$ cat src/rtl/spi_flash_reader.sv
// spi_flash_reader: drives one flash READ through spi_master's byte streams.
// SPI_FLASH_FAST_READ_EN selects FAST READ (0x0B plus one dummy byte).
module spi_flash_reader #(
  parameter int AW = 24,
  parameter int LW = 16
) (
  input  logic          clock,
  input  logic          reset,
  input  logic          req,
  input  logic [AW-1:0] addr,
  input  logic [LW-1:0] len,
  output logic          busy,
  output logic          done,
  output logic [7:0]    data,
  output logic          valid,
  output logic [7:0]    spi_in,
  input  logic          spi_get,
  output logic          spi_empty,
  input  logic [7:0]    spi_out,
  input  logic          spi_put
);
  localparam int NB = AW / 8;
`ifdef SPI_FLASH_FAST_READ_EN
  localparam logic [7:0] CMD = 8'h0B;
  localparam int         H   = NB + 2;
`else
  localparam logic [7:0] CMD = 8'h03;
  localparam int         H   = NB + 1;
`endif
  localparam int CW = LW + 3;

  typedef enum logic [1:0] {
    S_IDLE,
    S_SEND,
    S_DRAIN,
    S_DONE
  } state_t;

  state_t        r_state;
  state_t        w_next;
  logic [AW-1:0] r_addr;
  logic [LW-1:0] r_len;
  logic [CW-1:0] r_tx;
  logic [CW-1:0] r_rx;
  logic [7:0]    r_data;
  logic          r_valid;
  logic [CW-1:0] w_total;
  logic          w_accept;
  logic          w_last_get;
  logic          w_rx_en;
  logic [7:0]    w_byte;

  assign w_total    = CW'(H) + CW'(r_len);
  assign w_accept   = (r_state == S_IDLE) && req && (len != '0);
  assign w_last_get = (r_state == S_SEND) && spi_get &&
                      (r_tx == w_total - CW'(1));
  assign w_rx_en    = spi_put &&
                      ((r_state == S_SEND) || (r_state == S_DRAIN));

  // Header byte by index; data-phase (and dummy) slots clock out 0x00
  always_comb begin
    w_byte = 8'h00;
    if (r_tx == '0) w_byte = CMD;
    for (int k = 0; k < NB; k++) begin
      if (r_tx == CW'(k + 1)) w_byte = r_addr[AW-1-8*k -: 8];
    end
  end

  always_comb begin
    w_next = r_state;
    unique case (r_state)
      S_IDLE:  if (w_accept) w_next = S_SEND;
      S_SEND:  if (w_last_get) w_next = S_DRAIN;
      S_DRAIN: if (r_rx == w_total) w_next = S_DONE;
      S_DONE:  w_next = S_IDLE;
      default: w_next = S_IDLE;
    endcase
  end

  always_ff @(posedge clock) begin
    if (reset) begin
      r_state <= S_IDLE;
      r_addr  <= '0;
      r_len   <= '0;
      r_tx    <= '0;
      r_rx    <= '0;
      r_data  <= '0;
      r_valid <= 1'b0;
    end else begin
      r_state <= w_next;
      r_valid <= 1'b0;
      if (w_accept) begin
        r_addr <= addr;
        r_len  <= len;
        r_tx   <= '0;
        r_rx   <= '0;
      end
      if ((r_state == S_SEND) && spi_get) r_tx <= r_tx + CW'(1);
      // Header echo is counted but never surfaces on data/valid
      if (w_rx_en) begin
        r_rx <= r_rx + CW'(1);
        if (r_rx >= CW'(H)) begin
          r_data  <= spi_out;
          r_valid <= 1'b1;
        end
      end
    end
  end

  assign busy      = (r_state != S_IDLE);
  assign done      = (r_state == S_DONE);
  assign spi_empty = (r_state != S_SEND);
  assign spi_in    = (r_state == S_SEND) ? w_byte : 8'h00;
  assign data      = r_data;
  assign valid     = r_valid;

endmodule

$ cat config.mk
export PLATFORM = sky130hd
export DESIGN_NAME = spi_flash_reader
export DESIGN_NICKNAME = d
export VERILOG_FILES = /design/src/rtl/spi_flash_reader.sv
export SDC_FILE = /design/constraint.sdc
export NUM_CORES = 1
export LEC_CHECK = 0
export ABC_AREA = 1
export BUFFER_PORTS_ARGS = -buffer_cell sky130_fd_sc_hd__clkbuf_2
export CORE_ASPECT_RATIO = 0.75
export CORE_MARGIN = 10
export CORE_UTILIZATION = 40
export CTS_CLUSTER_SIZE = 25
export DETAILED_ROUTE_END_ITERATION = 10
export PLACE_DENSITY = 0.64
export REMOVE_ABC_BUFFERS = 1
export SLEW_MARGIN = 10
export SYNTH_ARGS = -nofsm -noshare
export SYNTH_HDL_FRONTEND = slang
export SYNTH_SLANG_ARGS = --single-unit
$ cat constraint.sdc
create_clock -name clock -period 2.2 [get_ports clock]
set_clock_uncertainty 0.05 [all_clocks]
set_input_delay 0.44 -clock clock [delete_from_list [all_inputs] [get_ports clock]]
set_output_delay 0.44 -clock clock [all_outputs]
set_load 0.01 [all_outputs]
==> metrics.md, run 1 <==
| Metric | Value |
|---|---|
| Vias in the first global route | `5720` |
| Root buffer cell | `clkbuf_16` |
| Placed Area | `6780 µm²` |
| I/O pins | `73` |
| Outcome | `finished with violations` |
| Gr usage total | `17.8%` |
| Slew HR | `75.1%` |
| Antenna Nets Post-Route | `0` |
| Starting Density | `40.5%` |
| Share of layout cells above drive strength 1 | `35.7%` |
| Met2 Usage GRT | `27.1%` |
| Critical path class | `reg -> out` |
| Longest Clk Path Bufs | `2` |
| Total Power | `6.49 mW` |
| Number of flops mapped to enable cells by yosys | `0` |
| Worst-Margin Slew | `0.373 ns` |
| Die Area | `18900 µm²` |
| Crit path DAT | `2.08 ns` |
| Synth-to-Final Area Change | `42.3%` |
| Fin area | `7850 µm²` |
| Dpl hpwl | `12.9 mm` |
| Num rows | `37` |
| Top_reg_cell synth | `dfxtp_1` |
| Setup TNS Final | `-3.28 ns` |
| Ys async rst share | `0%` |
| Net count, final | `1110` |
| DRT Pass-1 Iters | `5` |
| Worst EP required | `1.71 ns` |
| DR iter-0 viols | `404` |
| Synth top area share | `32.3%` |
| Final wirelength | `17.7 mm` |
| Drt drc | `0` |
| TritonCTS clock tree | `yes` |
| Hold WC Path Type | `in -> reg` |
| Die H | `122 µm` |
| Initial antenna violation count | `0` |
| Crit path time final | `2.57 ns` |
| PortBufs | `72` |
| GR peak layer | `met2` |
| Yosys top cell by area | `dfxtp_1` |
| Finished Layout Cells | `1223` |
| Synth warnings | `0` |
| Die width | `156 µm` |
| Fmax | `389 MHz` |
| Pre-CTS setup slack | `-0.183 ns` |
| Pwr/cell area | `827 nW/µm²` |
| Netlist cell types | `41` |
| Met3 usage | `4.15%` |
| Violated checks | `negative setup slack` |
| Gr ovfl total | `0` |
| N_diodes | `0` |
| Post-Synthesis Cells | `860` |
| Crit Path Max Fanout | `8` |
| Largest net degree at the start of global routing | `31` |
| Avg Inst Size Synth | `6.42 µm²` |
| Placed Cells | `1180` |
| Worst-path clk slew | `0.07 ns` |
| Yosys reg bits | `89` |
| Grt met1 use | `24.7%` |
| First-pass GRT wire length | `27.9 mm` |
| Unrepaired setup endpoints after global routing | `yes` |
| Kind of end point of the critical path | `output pin` |
| Fin. Hold Viols | `0` |
| # Max-Cap Violations | `0` |
| CP Launch Type | `flop` |
| Most frequent cell after synthesis | `nand2_1` |
| Period utilization | `117%` |
| # hold bufs at CTS | `0` |
| Core Box Area | `13600 µm²` |
| Wire length per cell | `14.4 µm` |
| CTS sink cnt | `89` |
| Vias | `6115` |
| Num CTS Buffers | `9` |
| Sequential fraction of the synthesis area | `32.3%` |
| Clk Latency, worst-skew pair | `0.35 ns` |
| Synth top cells by count | `191 x nand2_1, 141 x nor2_1, 90 x inv_1` |
| Synth top area cells | `dfxtp_1 32%, nand2_1 13%, nor2_1 9.6%` |
| RePlAce Congestion | `0.921` |
| Max VDD drop | `0.453 mV` |
| DR vias/cell | `5.00` |
| Final Max Tran Viols | `0` |
| Cell Area, Synth | `5520 µm²` |
| Leak pwr | `3.49 nW` |
| CTS HTree Levels | `3` |
| Endpoints failing setup | `12` |
| Setup ws final | `-0.369 ns` |
## metal layers
layer | wire length, µm | up-vias
met2 | 7930 | 155
met1 | 8490 | 2771
li1 | - | 3169
met4 | 257 | 0
met5 | 0 | -
met3 | 974 | 20
## cell families (layout without fill, tap and decap cells)
family,Yosys count,count (layout),synth area share (%)
compound gates,144,144,14.7
simple gates,463,463,37.0
flops,89,89,32.3
xor+xnor,24,24,4.19
fa+ha+maj,14,14,3.17
buf+inv,126,314,8.66
## cells in the final DEF (no fill, tap or decap), types with 3 or more instances in the layout
| master | count |
|---|---|
| nand2_1 | 164 |
| nor2_1 | 118 |
| buf_4 | 115 |
| inv_1 | 77 |
| dfxtp_1 | 72 |
| clkbuf_2 | 65 |
| o21ai_0 | 64 |
| nand3_1 | 42 |
| a21oi_1 | 38 |
| nand2_2 | 31 |
| nand4_1 | 19 |
| inv_2 | 18 |
| nor2_4 | 18 |
| nor2_2 | 18 |
| nand3_2 | 16 |
| dfxtp_2 | 15 |
| xor2_1 | 12 |
| clkbuf_16 | 9 |
| nor3_1 | 8 |
| nand2_4 | 8 |
| ha_1 | 8 |
| a211oi_1 | 7 |
| buf_2 | 7 |
| buf_6 | 7 |
| a221oi_1 | 6 |
| xnor2_1 | 6 |
| nor4_1 | 6 |
| o211ai_1 | 5 |
| nor3_4 | 4 |
| a21oi_2 | 4 |
| nand3b_1 | 4 |
| xor2_2 | 4 |
| a31oi_1 | 4 |
| ha_4 | 4 |
| clkinv_1 | 3 |
| nor3_2 | 3 |
| o31ai_1 | 3 |
| buf_12 | 3 |
## timing repair
action | in CTS | in global routing
buffers inserted | 10 | 17
pin swaps | 18 | 52
endpoints found under the setup margin | 13 | 22
resized for setup | 49 | 124
## report_power, final
part	internal (mW)	switching [mW]
sequential	1.87	0.195
clock	0.824	0.757
combinational	1.18	1.66
total	3.88	2.61
## sequential cells by signal (all words and copies together) (netlist names)
signal,count
r_tx,19
r_len,16
valid,1
r_addr,24
r_rx,19
r_state,2
data,8
## final timing paths
check | from | end | slack, ns | depth (start not counted)
hold reg to reg | r_addr[0] | r_addr[0] | 0.43 | 2
setup reg to reg | r_len[2] | r_state[1] | -0.20 | 18
setup / recovery | r_tx[12] | spi_in[0] | -0.37 | 12
hold / removal | addr[6] | r_addr[6] | 0.28 | 3
## per-stage QoR
stage | hold slack, ns | utilization [%]
floorplan | 0.400 | -
global placement | 0.409 | 49.8
detailed placement | 0.415 | 49.8
CTS | 0.274 | 53.8
global route | 0.289 | 57.7
finish | 0.279 | 57.7
## final cells by class
cell class,count,area [µm²]
fillers,1302,5760
clock inverters,6,60.1
well taps,175,219
multi-input cells,645,3760
flip-flops and latches,89,1810
inverters,100,385
clock buffers,10,239
repair buffers,198,1380
## critical path, cell delays in order (launching register included)
cell	delay, ns
dfxtp_2	0.33
inv_2	0.05
nand4_1	0.10
nor4_2	0.21
buf_4	0.20
buf_6	0.11
nand2_2	0.04
nor2_1	0.10
buf_4	0.17
buf_6	0.11
a211oi_2	0.05
nor2_1	0.11
buf_2	0.14
Note: power is estimated with default switching activity, not from simulation.
==> run 2, diff against run 1 <==
- CORE_UTILIZATION: 40 -> 45
- PLACE_DENSITY: 0.64 -> 0.7
==> metrics.md, run 2 (synthesis results as in run 1) <==
| Metric | Value |
|---|---|
| Drt drc | `0 (unchanged)` |
| Root buffer cell | `clkbuf_16 (unchanged)` |
| Hold WC Path Type | `in -> reg (unchanged)` |
| Largest register FFs | `24 (unchanged)` |
| Most frequent cells in the layout | `164 x nand2_1, 116 x nor2_1, 105 x buf_4 (was 164 x nand2_1, 118 x nor2_1, 115 x buf_4)` |
| Net count, final | `1101 (was 1110)` |
| DR vias/cell | `5.20 (was 5.00)` |
| Biggest register | `r_addr (unchanged)` |
| Finished Layout Cells | `1201 (was 1223)` |
| Share of layout cells above drive strength 1 | `36.2% (was 35.7%)` |
| Hold slack | `0.278 ns (was 0.279 ns)` |
| GR peak layer | `met2 (unchanged)` |
| Initial antenna violation count | `0 (unchanged)` |
| Fillers | `1025 (was 1302)` |
| Violated checks | `negative setup slack (unchanged)` |
| Total Power | `6.44 mW (was 6.49 mW)` |
| DR iter-0 viols | `585 (was 404)` |
| Leak pwr | `3.45 nW (was 3.49 nW)` |
| Wire length per cell | `14.6 µm (was 14.4 µm)` |
| CTS sink cnt | `89 (unchanged)` |
| Endpoints failing setup | `13 (was 12)` |
| Fin. Hold Viols | `0 (unchanged)` |
| Grt met1 use | `25.6% (was 24.7%)` |
| Longest Clk Path Bufs | `2 (unchanged)` |
| First-pass GRT wire length | `27.6 mm (was 27.9 mm)` |
| Critical path class | `reg -> out (unchanged)` |
| # Max-Cap Violations | `0 (unchanged)` |
| Final Max Tran Viols | `0 (unchanged)` |
| Synth-to-Final Area Change | `41.7% (was 42.3%)` |
| Pre-CTS setup slack | `-0.233 ns (was -0.183 ns)` |
| Starting Density | `46.8% (was 40.5%)` |
| Outcome | `finished with violations (unchanged)` |
| Period utilization | `114% (was 117%)` |
| Dpl hpwl | `12.2 mm (was 12.9 mm)` |
| RePlAce Congestion | `0.940 (was 0.921)` |
| Slew HR | `72.4% (was 75.1%)` |
| Core Box Area | `11800 µm² (was 13600 µm²)` |
| Setup TNS Final | `-2.69 ns (was -3.28 ns)` |
| Final wirelength | `17.5 mm (was 17.7 mm)` |
| TritonCTS clock tree | `yes (unchanged)` |
| CP Launch Type | `flop (unchanged)` |
| I/O pins | `73 (unchanged)` |
| Crit path time final | `2.51 ns (was 2.57 ns)` |
| Gr ovfl total | `0 (unchanged)` |
| Unrepaired setup endpoints after global routing | `yes (unchanged)` |
| Critical Path Start | `r_tx[6] (was r_tx[12])` |
| Num CTS Buffers | `9 (unchanged)` |
| Vias | `6241 (was 6115)` |
| HP Start | `spi_out[0] (was addr[6])` |
| DRT Pass-1 Iters | `7 (was 5)` |
| Biggest regs | `r_addr: 24 flops, r_rx: 19 flops, r_tx: 19 flops (unchanged)` |
| Met3 usage | `5.18% (was 4.15%)` |
| Kind of end point of the critical path | `output pin (unchanged)` |
| # hold bufs at CTS | `0 (unchanged)` |
| N_diodes | `0 (unchanged)` |
| Crit Path Max Fanout | `3 (was 8)` |
| Vias in the first global route | `5884 (was 5720)` |
| Leading cell type in the layout, fill and taps excluded | `nand2_1 (unchanged)` |
| Clk Latency, worst-skew pair | `0.35 ns (about the same)` |
| Setup ws final | `-0.306 ns (was -0.369 ns)` |
| Worst reg2reg path startpoint | `r_len[3] (was r_len[2])` |
| Fmax | `399 MHz (was 389 MHz)` |
| Placed Cells | `1160 (was 1180)` |
| Die H | `116 µm (was 122 µm)` |
| Worst EP required | `1.71 ns (about the same)` |
| Antenna Nets Post-Route | `0 (unchanged)` |
| Max VDD drop | `0.426 mV (was 0.453 mV)` |
| Gr usage total | `19.3% (was 17.8%)` |
| Worst-path clk slew | `0.07 ns (about the same)` |
| CTS HTree Levels | `3 (unchanged)` |
| Die Area | `17100 µm² (was 18900 µm²)` |
| Die width | `148 µm (was 156 µm)` |
| Worst-Margin Slew | `0.411 ns (was 0.373 ns)` |
| PortBufs | `72 (unchanged)` |
| Largest net degree at the start of global routing | `37 (was 31)` |
| Pwr/cell area | `824 nW/µm² (was 827 nW/µm²)` |
| Num rows | `34 (was 37)` |
| Met2 Usage GRT | `30.0% (was 27.1%)` |
| Crit path DAT | `2.02 ns (was 2.08 ns)` |
[run 2: cell count changes in the layout (fill, tap and decap cells not counted), moves of 3 or more]
cell and change:
inv_1 -4, nand3_2 +6, buf_6 +5, nand3_1 -6, buf_4 -10, dfxtp_1 -3
inv_2 +3
[run 2: final cells by class]
cell class,count,area [µm²],share of cell area [%]
clock buffers,10,229,2.93
clock inverters,6,75.1,0.960
inverters,100,382,4.88
multi-input cells,645,3800,48.6
flip-flops and latches,89,1810,23.2
well taps,162,203,2.59
repair buffers,189,1310,16.8
[run 2: metal layers]
layer	vias up	wire (µm)
met5	-	0
met4	0	280
met3	28	1300
met2	216	7930
met1	2839	7980
li1	3158	-
[run 2: through the flow]
stage | instance area, µm² | utilization, %
floorplan | 5420 | -
detailed placement | 6700 | 56.8
finish | 7820 | 66.3
global route | 7820 | 66.3
global placement | 6700 | 56.8
CTS | 7250 | 61.6
[run 2: final timing paths]
kind | slack, ns | to | cells past startpoint
max | -0.31 | spi_in[0] | 10
min | 0.28 | data[0] | 3
max reg2reg | -0.23 | r_state[1] | 20
min reg2reg | 0.43 | r_rx[18] | 2
[run 2: worst max-delay path, cell delays in order (launching register included)]
cell      delay, ns
dfxtp_2        0.34
inv_2          0.06
nand4_1        0.22
nor3b_4        0.28
buf_4          0.14
a21oi_2        0.05
o211ai_1       0.10
nor2_1         0.09
a211oi_2       0.19
nor2_1         0.06
buf_2          0.14
[run 2: power by group]
part           internal, mW  switching (mW)
clock network         0.898           0.708
logic                  1.11            1.65
registers              1.87           0.203
total                  3.88            2.56
[run 2: timing repair]
item | 4_1_cts | 5_1_grt
pin swaps | 23 | 65
setup endpoints to repair | 17 | 21
gates resized for setup | 56 | 137
setup buffers | 7 | 19
